[src/rtl/fetch_queue.sv]
// Instruction prefetch queue: owns the fetch address, reads im one word per cycle,
// buffers {addr, word} pairs in a DEPTH-entry FIFO and redirects on flush.
module fetch_queue #(
    parameter int unsigned DEPTH = 4,
    parameter int unsigned AW    = 16,
    parameter int unsigned DW    = 32
) (
    input  logic                     clk,
    input  logic                     rst_f,
    input  logic                     flush,
    input  logic [AW-1:0]            flush_addr,
    output logic [AW-1:0]            im_addr,
    input  logic [DW-1:0]            im_data,
    input  logic                     pop,
    output logic [DW-1:0]            instr_out,
    output logic [AW-1:0]            instr_addr,
    output logic                     valid,
    output logic                     full,
    output logic [$clog2(DEPTH):0]   count
);

    localparam int unsigned PW = $clog2(DEPTH);
    localparam int unsigned CW = PW + 1;

    logic [AW-1:0] addr_mem [DEPTH];
    logic [DW-1:0] data_mem [DEPTH];

    logic [PW-1:0] head;
    logic [PW-1:0] tail;
    logic [AW-1:0] fetch_ptr;

    logic          do_pop;
    logic          do_push;
    logic [PW-1:0] head_n;
    logic [PW-1:0] tail_n;
    logic [CW-1:0] count_n;
    logic [CW-1:0] count_after_pop;
    logic [AW-1:0] fetch_ptr_n;
    logic [DW-1:0] instr_out_n;
    logic [AW-1:0] instr_addr_n;

    assign im_addr = fetch_ptr;

    // Next pointer/count state plus the head entry the output registers will show next cycle
    always_comb begin
        do_pop          = pop & valid & ~flush;
        do_push         = ~flush & (~full | do_pop);
        head_n          = head;
        tail_n          = tail;
        count_n         = count;
        fetch_ptr_n     = fetch_ptr;
        count_after_pop = count - CW'(do_pop);
        instr_out_n     = '0;
        instr_addr_n    = '0;

        if (flush) begin
            head_n      = '0;
            tail_n      = '0;
            count_n     = '0;
            fetch_ptr_n = flush_addr;
        end else begin
            if (do_push) begin
                tail_n      = tail + PW'(1);
                fetch_ptr_n = fetch_ptr + AW'(1);
            end
            if (do_pop) begin
                head_n = head + PW'(1);
            end
            count_n = count + CW'(do_push) - CW'(do_pop);
        end

        // A word pushed into an otherwise empty queue becomes the head directly
        if (count_n != '0) begin
            if (do_push && (count_after_pop == '0)) begin
                instr_out_n  = im_data;
                instr_addr_n = fetch_ptr;
            end else begin
                instr_out_n  = data_mem[head_n];
                instr_addr_n = addr_mem[head_n];
            end
        end
    end

    // Pointer, count and output registers
    always_ff @(posedge clk) begin
        if (rst_f) begin
            head       <= '0;
            tail       <= '0;
            count      <= '0;
            fetch_ptr  <= '0;
            valid      <= 1'b0;
            full       <= 1'b0;
            instr_out  <= '0;
            instr_addr <= '0;
        end else begin
            head       <= head_n;
            tail       <= tail_n;
            count      <= count_n;
            fetch_ptr  <= fetch_ptr_n;
            valid      <= (count_n != '0);
            full       <= (count_n == CW'(DEPTH));
            instr_out  <= instr_out_n;
            instr_addr <= instr_addr_n;
        end
    end

    // Entry storage; contents are don't-care until pushed
    always_ff @(posedge clk) begin
        if (!rst_f && do_push) begin
            addr_mem[tail] <= fetch_ptr;
            data_mem[tail] <= im_data;
        end
    end

endmodule

[config.mk]
export PLATFORM = sky130hd
export DESIGN_NAME = fetch_queue
export DESIGN_NICKNAME = d
export VERILOG_FILES = /design/src/rtl/fetch_queue.sv
export SDC_FILE = /design/constraint.sdc
export NUM_CORES = 1
export LEC_CHECK = 0
export ABC_AREA = 1
export CAP_MARGIN = 20
export CELL_PAD_IN_SITES_DETAIL_PLACEMENT = 0
export CELL_PAD_IN_SITES_GLOBAL_PLACEMENT = 1
export CORE_MARGIN = 2
export CORE_UTILIZATION = 32
export DETAILED_ROUTE_END_ITERATION = 8
export PLACE_DENSITY_LB_ADDON = 0.1
export SLEW_MARGIN = 25
export SYNTH_ARGS = -nofsm -noshare
export SYNTH_HDL_FRONTEND = slang
export SYNTH_SLANG_ARGS = --single-unit
[constraint.sdc]
create_clock -name clk -period 5.07 [get_ports clk]
set_clock_uncertainty 0.05 [all_clocks]
set_input_delay 1.521 -clock clk [delete_from_list [all_inputs] [get_ports clk]]
set_output_delay 1.521 -clock clk [all_outputs]
set_load 0.005 [all_outputs]
# Word level (Yosys, flattened, before mapping)

Memories as Yosys holds them, arrays and structs flattened.
Index checks and enable logic that the tools add are counted.

Bits of input ports: 52
Bits in writable memories: 192
Memories kept: 2
Word-level logic and storage cells: 41
Register bits: 73

Reductions and logical operators: 8
Mux-type cells: 9
Bitwise logic cells: 7
Equal/unequal tests: 1
Add/sub/neg operators: 6

Memories:

| memory   | depth | bits a word | read ports | clocked after Yosys merged registers in | wr ports | RTL line | RTL |
|---|---|---|---|---|---|---|---|
| data_mem | 4     | 32          | 1          | 0                                       | 1        | 26       | `logic [DW-1:0] data_mem [DEPTH];` |
| addr_mem | 4     | 16          | 1          | 0                                       | 1        | 25       | `logic [AW-1:0] addr_mem [DEPTH];` |

Operators with widths:

| cell                                           | number |
|---|---|
| 2-to-1 mux 16 bit                              | 3 |
| 2-to-1 mux 32 bit                              | 1 |
| adder 16 x 1 -> 16 bit (second input constant) | 1 |
| subtractor 3 x 1 -> 3 bit                      | 2 |
| adder 2 x 1 -> 2 bit (second input constant)   | 2 |
| 2-to-1 mux 2 bit                               | 2 |
| OR reduction 2 bit                             | 2 |
| adder 3 x 1 -> 3 bit                           | 1 |
| AND 1 bit                                      | 3 |
| equality test 3 bit (second input constant)    | 1 |
| logical NOT 3 bit                              | 1 |
| 2-to-1 mux 3 bit                               | 1 |
| NOT 1 bit                                      | 3 |
| nonzero test 3 bit                             | 1 |
| logical AND 1 bit                              | 2 |
| 2-to-1 mux 1 bit                               | 2 |
| nonzero test 2 bit                             | 1 |
| logical NOT 1 bit                              | 1 |
| OR 1 bit                                       | 1 |

# Longest topological paths before layout

Gate-level depths: netlist of the first run.

Depth after elaboration: 10
Depth in mapped cells: 23
Depth with buffers taken out: 19

# Worst setup path before layout of the first run

No wires, ideal clock.

Path type: input to register
Start point: in flush
End point: mem addr_mem[0][0], enable pin
Arrival: 4037 ps
Slack: 529 ps
Cell stages on the path: 6
Required time: 4566 ps
Setup time: 454 ps
Path through: buf_6 clkinv_2 nand3_2 nand2_2 nand2_1 nor2_1

Cells in the longest elaborated chain, start to end: 7

RTL lines:

| item                                       | RTL line | RTL |
|---|---|---|
| from (decl)                                | 10       | `input logic flush,` |
| NOT 1 bit (*)                              | 46, 47   |  |
| AND 1 bit                                  | 46       | `do_pop = pop & valid & ~flush;` |
| OR 1 bit                                   | 47       | `do_push = ~flush & (~full \| do_pop);` |
| AND 1 bit (*)                              | 47       |  |
| logical AND 1 bit (*)                      | 109      | `if (!rst_f && do_push) begin` |
| 2-to-1 mux 1 bit (*)                       | 109      |  |
| 2-to-1 mux 1 bit (implied by the code) (*) | 110      | `addr_mem[tail] <= fetch_ptr;` |
| to (decl)                                  | 25       |  |

Mark *: on every way between the ends. The rest lies on a longest branch, timed or not.

# Final worst setup path of the first run

Start point: in pop
End point: reg instr_out[1]

Cells in the longest elaborated chain, start to end: 10
Elaborated cells between the ends (all ways): 17
Those cells by class: add/sub: 3; mux: 4; bitwise: 5; reduce/logical: 4; memory: 1

RTL lines:

| item                         | RTL line | RTL |
|---|---|---|
| from (decl)                  | 14       | `input logic pop,` |
| AND 1 bit (*) (2 in a row)   | 46       |  |
| OR 1 bit                     | 47       |  |
| AND 1 bit                    | 47       |  |
| adder 3 x 1 -> 3 bit         | 69       | `count_n = count + CW'(do_push) - CW'(do_pop);` |
| subtractor 3 x 1 -> 3 bit    | 69       |  |
| 2-to-1 mux 3 bit             | 56       | `if (flush) begin` |
| nonzero test 3 bit           | 73       | `if (count_n != '0) begin` |
| NOT 1 bit (no line)          | n/a      |  |
| OR reduction 2 bit (no line) | n/a      |  |
| to (signal assigned)         | 102      | `instr_out <= instr_out_n;` |
| to (decl)                    | 15       | `output logic [DW-1:0] instr_out,` |

Marks and branches as above.
A chain may end at the register's enable or synchronous reset.

==> results of run 1 <==
-- final timing paths --
| path | cells past startpoint | from | to |
|---|---|---|---|
| hold / removal | 1 | tail[0] | tail[0] |
| setup reg to reg | 18 | valid | instr_out[1] |
| hold reg to reg | 1 | tail[0] | tail[0] |
| setup / recovery | 19 | pop | instr_out[1] |
-- critical path: cells and delay by family --
family / cells / cell delay (ps)
simple gates: 8 / 790
buf+inv: 8 / 1250
fa+ha+maj: 3 / 870
-- stage by stage --
step,instances,setup slack [ps]
2_1_floorplan,1215,529
6_report,1812,1060
4_1_cts,1812,1060
3_3_place_gp,1755,553
5_1_grt,1812,780
3_5_place_dp,1755,480
-- layout by cell type, fill, tap and decap left out, types with 4 or more instances in the layout --
cell type,count
sky130_fd_sc_hd__buf_12,4
sky130_fd_sc_hd__ha_1,8
sky130_fd_sc_hd__a31oi_1,4
sky130_fd_sc_hd__clkdlybuf4s50_1,120
sky130_fd_sc_hd__nand2_1,353
sky130_fd_sc_hd__clkbuf_1,12
sky130_fd_sc_hd__edfxtp_1,192
sky130_fd_sc_hd__bufinv_16,6
sky130_fd_sc_hd__xor2_1,5
sky130_fd_sc_hd__inv_1,184
sky130_fd_sc_hd__a21oi_1,12
sky130_fd_sc_hd__nor2_1,19
sky130_fd_sc_hd__o21ai_0,17
sky130_fd_sc_hd__dfxtp_1,73
sky130_fd_sc_hd__buf_4,19
sky130_fd_sc_hd__nand3b_1,83
sky130_fd_sc_hd__nor2_4,6
sky130_fd_sc_hd__clkbuf_16,31
sky130_fd_sc_hd__nand3_1,169
-- state kept, by name, summed over array words and instances (netlist names) --
name        flops
tail            2
im_addr        16
valid           1
instr_out      32
full            1
head            2
count           3
instr_addr     16
addr_mem       64
data_mem      128
-- final cells by class --
type / instances / area, µm²
multi-input combinational: 697 / 3440
tap: 461 / 577
timing repair buffer: 144 / 1440
sequential: 265 / 7230
clock buffer: 46 / 862
clock inverter: 11 / 214
fill: 3599 / 21300
inverter: 188 / 707
-- where the power goes --
| part | internal [mW] | switching [mW] | leakage (nW) |
|---|---|---|---|
| logic | 0.226 | 0.316 | 3.37 |
| registers | 2.40 | 0.0465 | 2.35 |
| clock network | 1.47 | 0.888 | 0.515 |
| total | 4.10 | 1.25 | 6.24 |
-- kinds of logic after synthesis --
| group | Yosys count | synth area share |
|---|---|---|
| flops | 265 | 0.620 |
| compound gates | 36 | 0.0173 |
| xor+xnor | 7 | 0.00526 |
| simple gates | 645 | 0.257 |
| buf+inv | 253 | 0.0900 |
| fa+ha+maj | 9 | 0.0103 |
-- per-layer routing --
layer	vias to the layer above	GRT usage	wire length [µm]
li1	4160	-	-
met1	3940	0.246	16000
met2	153	0.277	14800
met3	37	0.0224	1190
met4	0	0.0342	514
met5	-	0	0
==> results.txt, run 1 <==
----------------------------------------------------
[Status]
  Result of the run ... finished, final reports clean

[Clocking]
  Cell at the root of the clock tree ... sky130_fd_sc_hd__clkbuf_16
  Hold buffers post-CTS ... 0
  Clock Latency Late Sink ... 550 ps
  Num CTS Buffers ... 31
  Total setup buffers inserted after CTS ... 0
  Clock buffer depth ... 3
  H-tree depth ... 1
  Resize count post-CTS ... 0
  CTS tree ... built
  Clk slew on worst S/H paths ... around 60 ps
  Num Clock Sinks ... 265

[Die]
  Die span in y ... 195 µm
  Boundary pin count ... 121
  Die Footprint ... between 30000 and 40000 µm²
  Area of the core region ... 35700 µm²
  Effective utilization at floorplan ... 0.326
  Number of placement rows ... 69
  Die X-Extent ... 195 µm

[Synth]
  Most frequent cell after synthesis ... sky130_fd_sc_hd__nand2_1
  Gate Count Post-Synth ... 1215
  Number of distinct library cells after synthesis ... 31
  Flop and latch count out of synthesis ... approximately 270
  Number of nets produced by synthesis ... between 1000 and 1500
  Sequential share of the synthesized area ... 0.620
  Most numerous cell types in the synthesized netlist ... sky130_fd_sc_hd__nand2_1 (355), sky130_fd_sc_hd__edfxtp_1 (192), sky130_fd_sc_hd__inv_1 (185)
  Share of the synthesized area in the top cell type ... 0.494
  Fraction of registers with async set or reset after synthesis ... 0
  Netlist Area Pre-Place ... 11700 µm²
  Post-synth top area cell ... sky130_fd_sc_hd__edfxtp_1
  Per-instance average area after synthesis ... 9.60 µm²
  Count of flip-flops with a built-in enable after synthesis ... 192
  Most used DFF post-synth ... sky130_fd_sc_hd__edfxtp_1
  Ys Warns ... 0
  Cell types with the largest area share after synthesis ... sky130_fd_sc_hd__edfxtp_1 (49%), sky130_fd_sc_hd__dfxtp_1 (13%), sky130_fd_sc_hd__nand2_1 (11%), sky130_fd_sc_hd__nand3_1 (7.3%), sky130_fd_sc_hd__inv_1 (6.0%)

[Routing]
  Antenna-violating nets left ... 0
  Final Routed Wirelength ... 32500 µm
  Via-per-instance ratio ... 4.58
  Per-cell routed wire length ... 17.9 µm
  Vias post-DR ... ~8300
  Drt drc ... 0
  Iteration count of the initial detailed-routing pass ... 5
  Iteration-0 DRC count of the detailed router ... ~480

[Power]
  Max VDD drop ... 0.000247 V
  Total power ... 5.35 mW
  Power per unit of standard cell area ... approximately 370 nW/µm²
  Leakage power total ... 6.24 nW

[Timing]
  Final Cycle Share ... 0.790
  Final total negative setup slack ... 0 ps
  Transition at the pin with the smallest max-transition slack ... 893 ps
  Final Hold Viols ... 0
  Slew margin rel. ... 0.404
  Final worst path period need ... around 4000 ps
  Max frequency ... between 200 and 250 MHz
  Final max-slew violation count ... 0
  Worst Hold Slack ... 485 ps
  Number of setup violations in the final report ... 0
  Setup repair after global routing missed its margin ... false

[Placed design]
  Cell Area, Placed ... roughly 13000 µm²
  IO Port Bufs ... 120
  Half-perimeter wire length after detailed placement ... 18200 µm
  RD Place Congestion ... 0.756

[Global routing]
  GRT Total Usage ... 0.171
  First-pass GRT wire length ... 50200 µm
  Maximum number of pins on one net before global-route repair ... 97
  Vias in the first global route ... 8266
  Overflow left after global routing ... 0
  Antenna violations before repair ... 0

[Setup path]
  Crit path DAT ... around 4500 ps
  Critical-path maximum fanout ... 31
  Flop-to-flop setup slack ... 2120 ps
  Crit end category ... flop
  Max stage delay cell, worst path ... sky130_fd_sc_hd__clkdlybuf4s50_1
  Delay contributed by the slowest stage of the critical path ... slightly above 500 ps
  Category of the worst setup path launch point ... input pin
  Class of the most critical setup path ... input pin to flop
  Critical path data required time ... 5520 ps
  Most prevalent standard cell on the critical path ... sky130_fd_sc_hd__inv_1
  Sequence of cells on the critical path ... clkdlybuf4s50_1, nand3_2, nand2_2, inv_2, nor2_4, inv_1, ha_1, inv_1, ha_1, inv_1, fa_1, nor2_1, nor2_1, nand2_2, buf_4, nand2_1, inv_1, nand2_1, inv_1

[Cells and area]
  Final instance area ... 14500 µm²
  Share of layout cells above drive strength 1 ... 0.0659
  ANT cells ... 0
  Synthesis-to-layout area growth ... 24.0%
  Final Util ... 0.405
  # nets final ... 1388

[Hold path]
  Kind of path behind the tightest hold check ... flop to flop

[Flow run]
  Max-cap viol count ... 0

----------------------------------------------------
No activity file was read; power rests on OpenSTA's default activity.
==> inputs of run 2 (changes only) <==
Clock period 5.07 ns to 3.8 ns, I/O delays scaled along.
==> run 2 against run 1 <==
Combinational power increased by 42%. Global-route usage decreased by 0.18 points. Die area unchanged. Worst hold slack got worse by 27 ps. Largest cell class unchanged. Largest power group unchanged.
==> results.txt, run 2 (synthesized netlist as in run 1, its figures left out) <==
----------------------------------------------------
[Setup path]
  Sequence of cells on the critical path ... clkdlybuf4s50_1, nand3_2, nand2_2, inv_2, nor2_4, inv_1, ha_1, inv_1, ha_1, inv_1, fa_1, nor2_1, nor2_1, nand2_2, buf_12, nand2_1, inv_1, nand2_1, inv_1 (was clkdlybuf4s50_1, nand3_2, nand2_2, inv_2, nor2_4, inv_1, ha_1, inv_1, ha_1, inv_1, fa_1, nor2_1, nor2_1, nand2_2, buf_4, nand2_1, inv_1, nand2_1, inv_1)
  Top cell family by delay on the critical path ... buffers and inverters (unchanged)
  Crit path DAT ... 3700 ps (was 4460 ps)
  Category of the worst setup path launch point ... input pin (unchanged)
  Critical path data required time ... 4190 ps (was 5520 ps)
  Most prevalent standard cell on the critical path ... sky130_fd_sc_hd__inv_1 (unchanged)
  Crit path buf inv count ... 8 (unchanged)
  Critical-path maximum fanout ... 30 (was 31)
  Class of the most critical setup path ... input pin to flop (unchanged)
  Delay contributed by the slowest stage of the critical path ... 490 ps (was 510 ps)
  Crit end category ... flop (unchanged)
  Max stage delay cell, worst path ... sky130_fd_sc_hd__clkdlybuf4s50_1 (unchanged)

[Placed design]
  Half-perimeter wire length after detailed placement ... 18900 µm (was 18200 µm)
  Cell Area, Placed ... 13700 µm² (was 13400 µm²)
  RD Place Congestion ... 0.728 (was 0.756)
  IO Port Bufs ... 120 (unchanged)

[Flow run]
  Max-cap viol count ... 0 (unchanged)

[Timing]
  Final max-slew violation count ... 0 (unchanged)
  Worst Hold Slack ... 458 ps (was 485 ps)
  Max frequency ... between 300 and 400 MHz
  Final worst path period need ... 3310 ps
  Slew margin rel. ... 0.429 (was 0.404)
  Number of setup violations in the final report ... 0 (unchanged)
  Final total negative setup slack ... 0 ps (unchanged)
  Final Hold Viols ... 0 (unchanged)
  Final Cycle Share ... 0.870
  Transition at the pin with the smallest max-transition slack ... 857 ps (was 893 ps)
  Setup repair after global routing missed its margin ... false (unchanged)

[Clocking]
  Num CTS Buffers ... 30 (was 31)
  CTS tree ... built (unchanged)
  Clk slew on worst S/H paths ... 60 ps (about the same)
  Resize count post-CTS ... 0 (unchanged)
  Clock buffer depth ... 3 (unchanged)
  H-tree depth ... 1 (unchanged)
  Cell at the root of the clock tree ... sky130_fd_sc_hd__clkbuf_16 (unchanged)
  Hold buffers post-CTS ... 0 (unchanged)
  Total setup buffers inserted after CTS ... 0 (unchanged)
  Clock Latency Late Sink ... 550 ps (about the same)
  Num Clock Sinks ... 265 (unchanged)

[Power]
  Max VDD drop ... 0.000343 V (was 0.000247 V)
  Total power ... 6.95 mW (was 5.35 mW)
  Leakage power total ... 6.35 nW (was 6.24 nW)
  Power per unit of standard cell area ... 474 nW/µm² (was 370 nW/µm²)

[Cells and area]
  Synthesis-to-layout area growth ... 25.7% (was 24.0%)
  Registers with the most flip-flops ... data_mem x128, addr_mem x64, instr_out x32 (unchanged)
  ANT cells ... 0 (unchanged)
  Final instance area ... 14700 µm² (was 14500 µm²)
  Biggest register ... data_mem (unchanged)
  Flip-flop count of the largest register after layout ... 128 (unchanged)
  Most frequent cells in the layout ... sky130_fd_sc_hd__nand2_1 (353), sky130_fd_sc_hd__edfxtp_1 (192), sky130_fd_sc_hd__inv_1 (184) (unchanged)
  Number of fillers in the final layout ... 3613 (was 3599)
  Most common library cell in the layout ignoring fill and taps ... sky130_fd_sc_hd__nand2_1 (unchanged)
  # nets final ... 1405 (was 1388)
  Share of layout cells above drive strength 1 ... 0.0811 (was 0.0659)

[Routing]
  Iteration-0 DRC count of the detailed router ... 478 (unchanged)
  Per-cell routed wire length ... 17.4 µm (was 17.9 µm)
  Final Routed Wirelength ... 31800 µm (was 32500 µm)
  Vias post-DR ... 8312 (was 8290)
  Antenna-violating nets left ... 0 (unchanged)
  Via-per-instance ratio ... 4.54 (was 4.58)
  Drt drc ... 0 (unchanged)
  Iteration count of the initial detailed-routing pass ... 7 (was 5)

[Die]
  Die Footprint ... 38000 µm² (unchanged)
  Die X-Extent ... 195 µm (unchanged)
  Die span in y ... 195 µm (unchanged)
  Effective utilization at floorplan ... 0.326 (unchanged)
  Boundary pin count ... 121 (unchanged)
  Number of placement rows ... 69 (unchanged)
  Area of the core region ... 35700 µm² (unchanged)

[Global routing]
  First-pass GRT wire length ... 49800 µm (was 50200 µm)
  Vias in the first global route ... 8420 (was 8266)
  GRT Total Usage ... 0.169 (was 0.171)
  Maximum number of pins on one net before global-route repair ... 66 (was 97)
  Antenna violations before repair ... 0 (unchanged)
  Overflow left after global routing ... 0 (unchanged)

[Status]
  Result of the run ... finished, final reports clean (unchanged)

[Hold path]
  Kind of path behind the tightest hold check ... flop to flop (unchanged)

----------------------------------------------------
-- run 2: changes by cell type in the layout (fill, tap and decap cells not counted) --
cell / previous run / this run
sky130_fd_sc_hd__buf_12: 4 / 15
sky130_fd_sc_hd__clkbuf_1: 12 / 3
sky130_fd_sc_hd__clkinv_2: 3 / 12
sky130_fd_sc_hd__buf_4: 19 / 27
sky130_fd_sc_hd__clkinv_1: 0 / 4
sky130_fd_sc_hd__bufinv_16: 6 / 4
sky130_fd_sc_hd__clkbuf_8: 3 / 1
sky130_fd_sc_hd__buf_6: 1 / 0
sky130_fd_sc_hd__clkinv_4: 1 / 0
-- run 2: where the power goes --
part	internal [mW]	switching, mW
registers	3.21	0.0593
clock network	1.77	1.15
logic	0.334	0.434
-- run 2: routing by layer --
layer | vias to the layer above | wire length [µm] | track usage
li1 | 4201 | - | -
met2 | 166 | 14200 | 0.271
met4 | 0 | 405 | 0.0319
met1 | 3915 | 15800 | 0.245
met5 | - | 0 | 0
met3 | 30 | 1480 | 0.0246
-- run 2: final timing paths --
path                            startpoint             to  slack, ps  cells after the start
worst max-delay path                   pop  instr_out[25]        490                     19
worst min-delay path               tail[0]        tail[0]        460                      1
worst max register to register       valid  instr_out[25]       1210                     18
worst min register to register     tail[0]        tail[0]        460                      1
-- run 2: cell type report --
class | instances | area [µm²] | area share
clock buffer | 35 | 801 | 0.0546
clock inverter | 21 | 205 | 0.0140
inverter | 188 | 707 | 0.0482
multi-input combinational | 697 | 3440 | 0.234
sequential | 265 | 7230 | 0.493
tap | 461 | 577 | 0.0394
timing repair buffer | 162 | 1700 | 0.116
-- run 2: metrics by stage --
step	std cells	setup slack [ps]	utilization
floorplan	1215	-360	-
global placement	1773	-29.6	0.382
detailed placement	1773	-70.8	0.382
CTS	1829	511	0.410
global route	1829	251	0.410
finish	1829	495	0.410
-- run 2: worst reg2reg max path, cell delays in order (launching register included) --
cell and delay [ps]:
sky130_fd_sc_hd__dfxtp_1 370, sky130_fd_sc_hd__nand3_2 110, sky130_fd_sc_hd__nand2_2 80, sky130_fd_sc_hd__inv_2 50
sky130_fd_sc_hd__nor2_4 70, sky130_fd_sc_hd__inv_1 60, sky130_fd_sc_hd__ha_1 280, sky130_fd_sc_hd__inv_1 50
sky130_fd_sc_hd__ha_1 120, sky130_fd_sc_hd__inv_1 40, sky130_fd_sc_hd__fa_1 490, sky130_fd_sc_hd__nor2_1 60
sky130_fd_sc_hd__nor2_1 110, sky130_fd_sc_hd__nand2_2 110, sky130_fd_sc_hd__buf_12 190, sky130_fd_sc_hd__nand2_1 80
sky130_fd_sc_hd__inv_1 40, sky130_fd_sc_hd__nand2_1 80, sky130_fd_sc_hd__inv_1 50
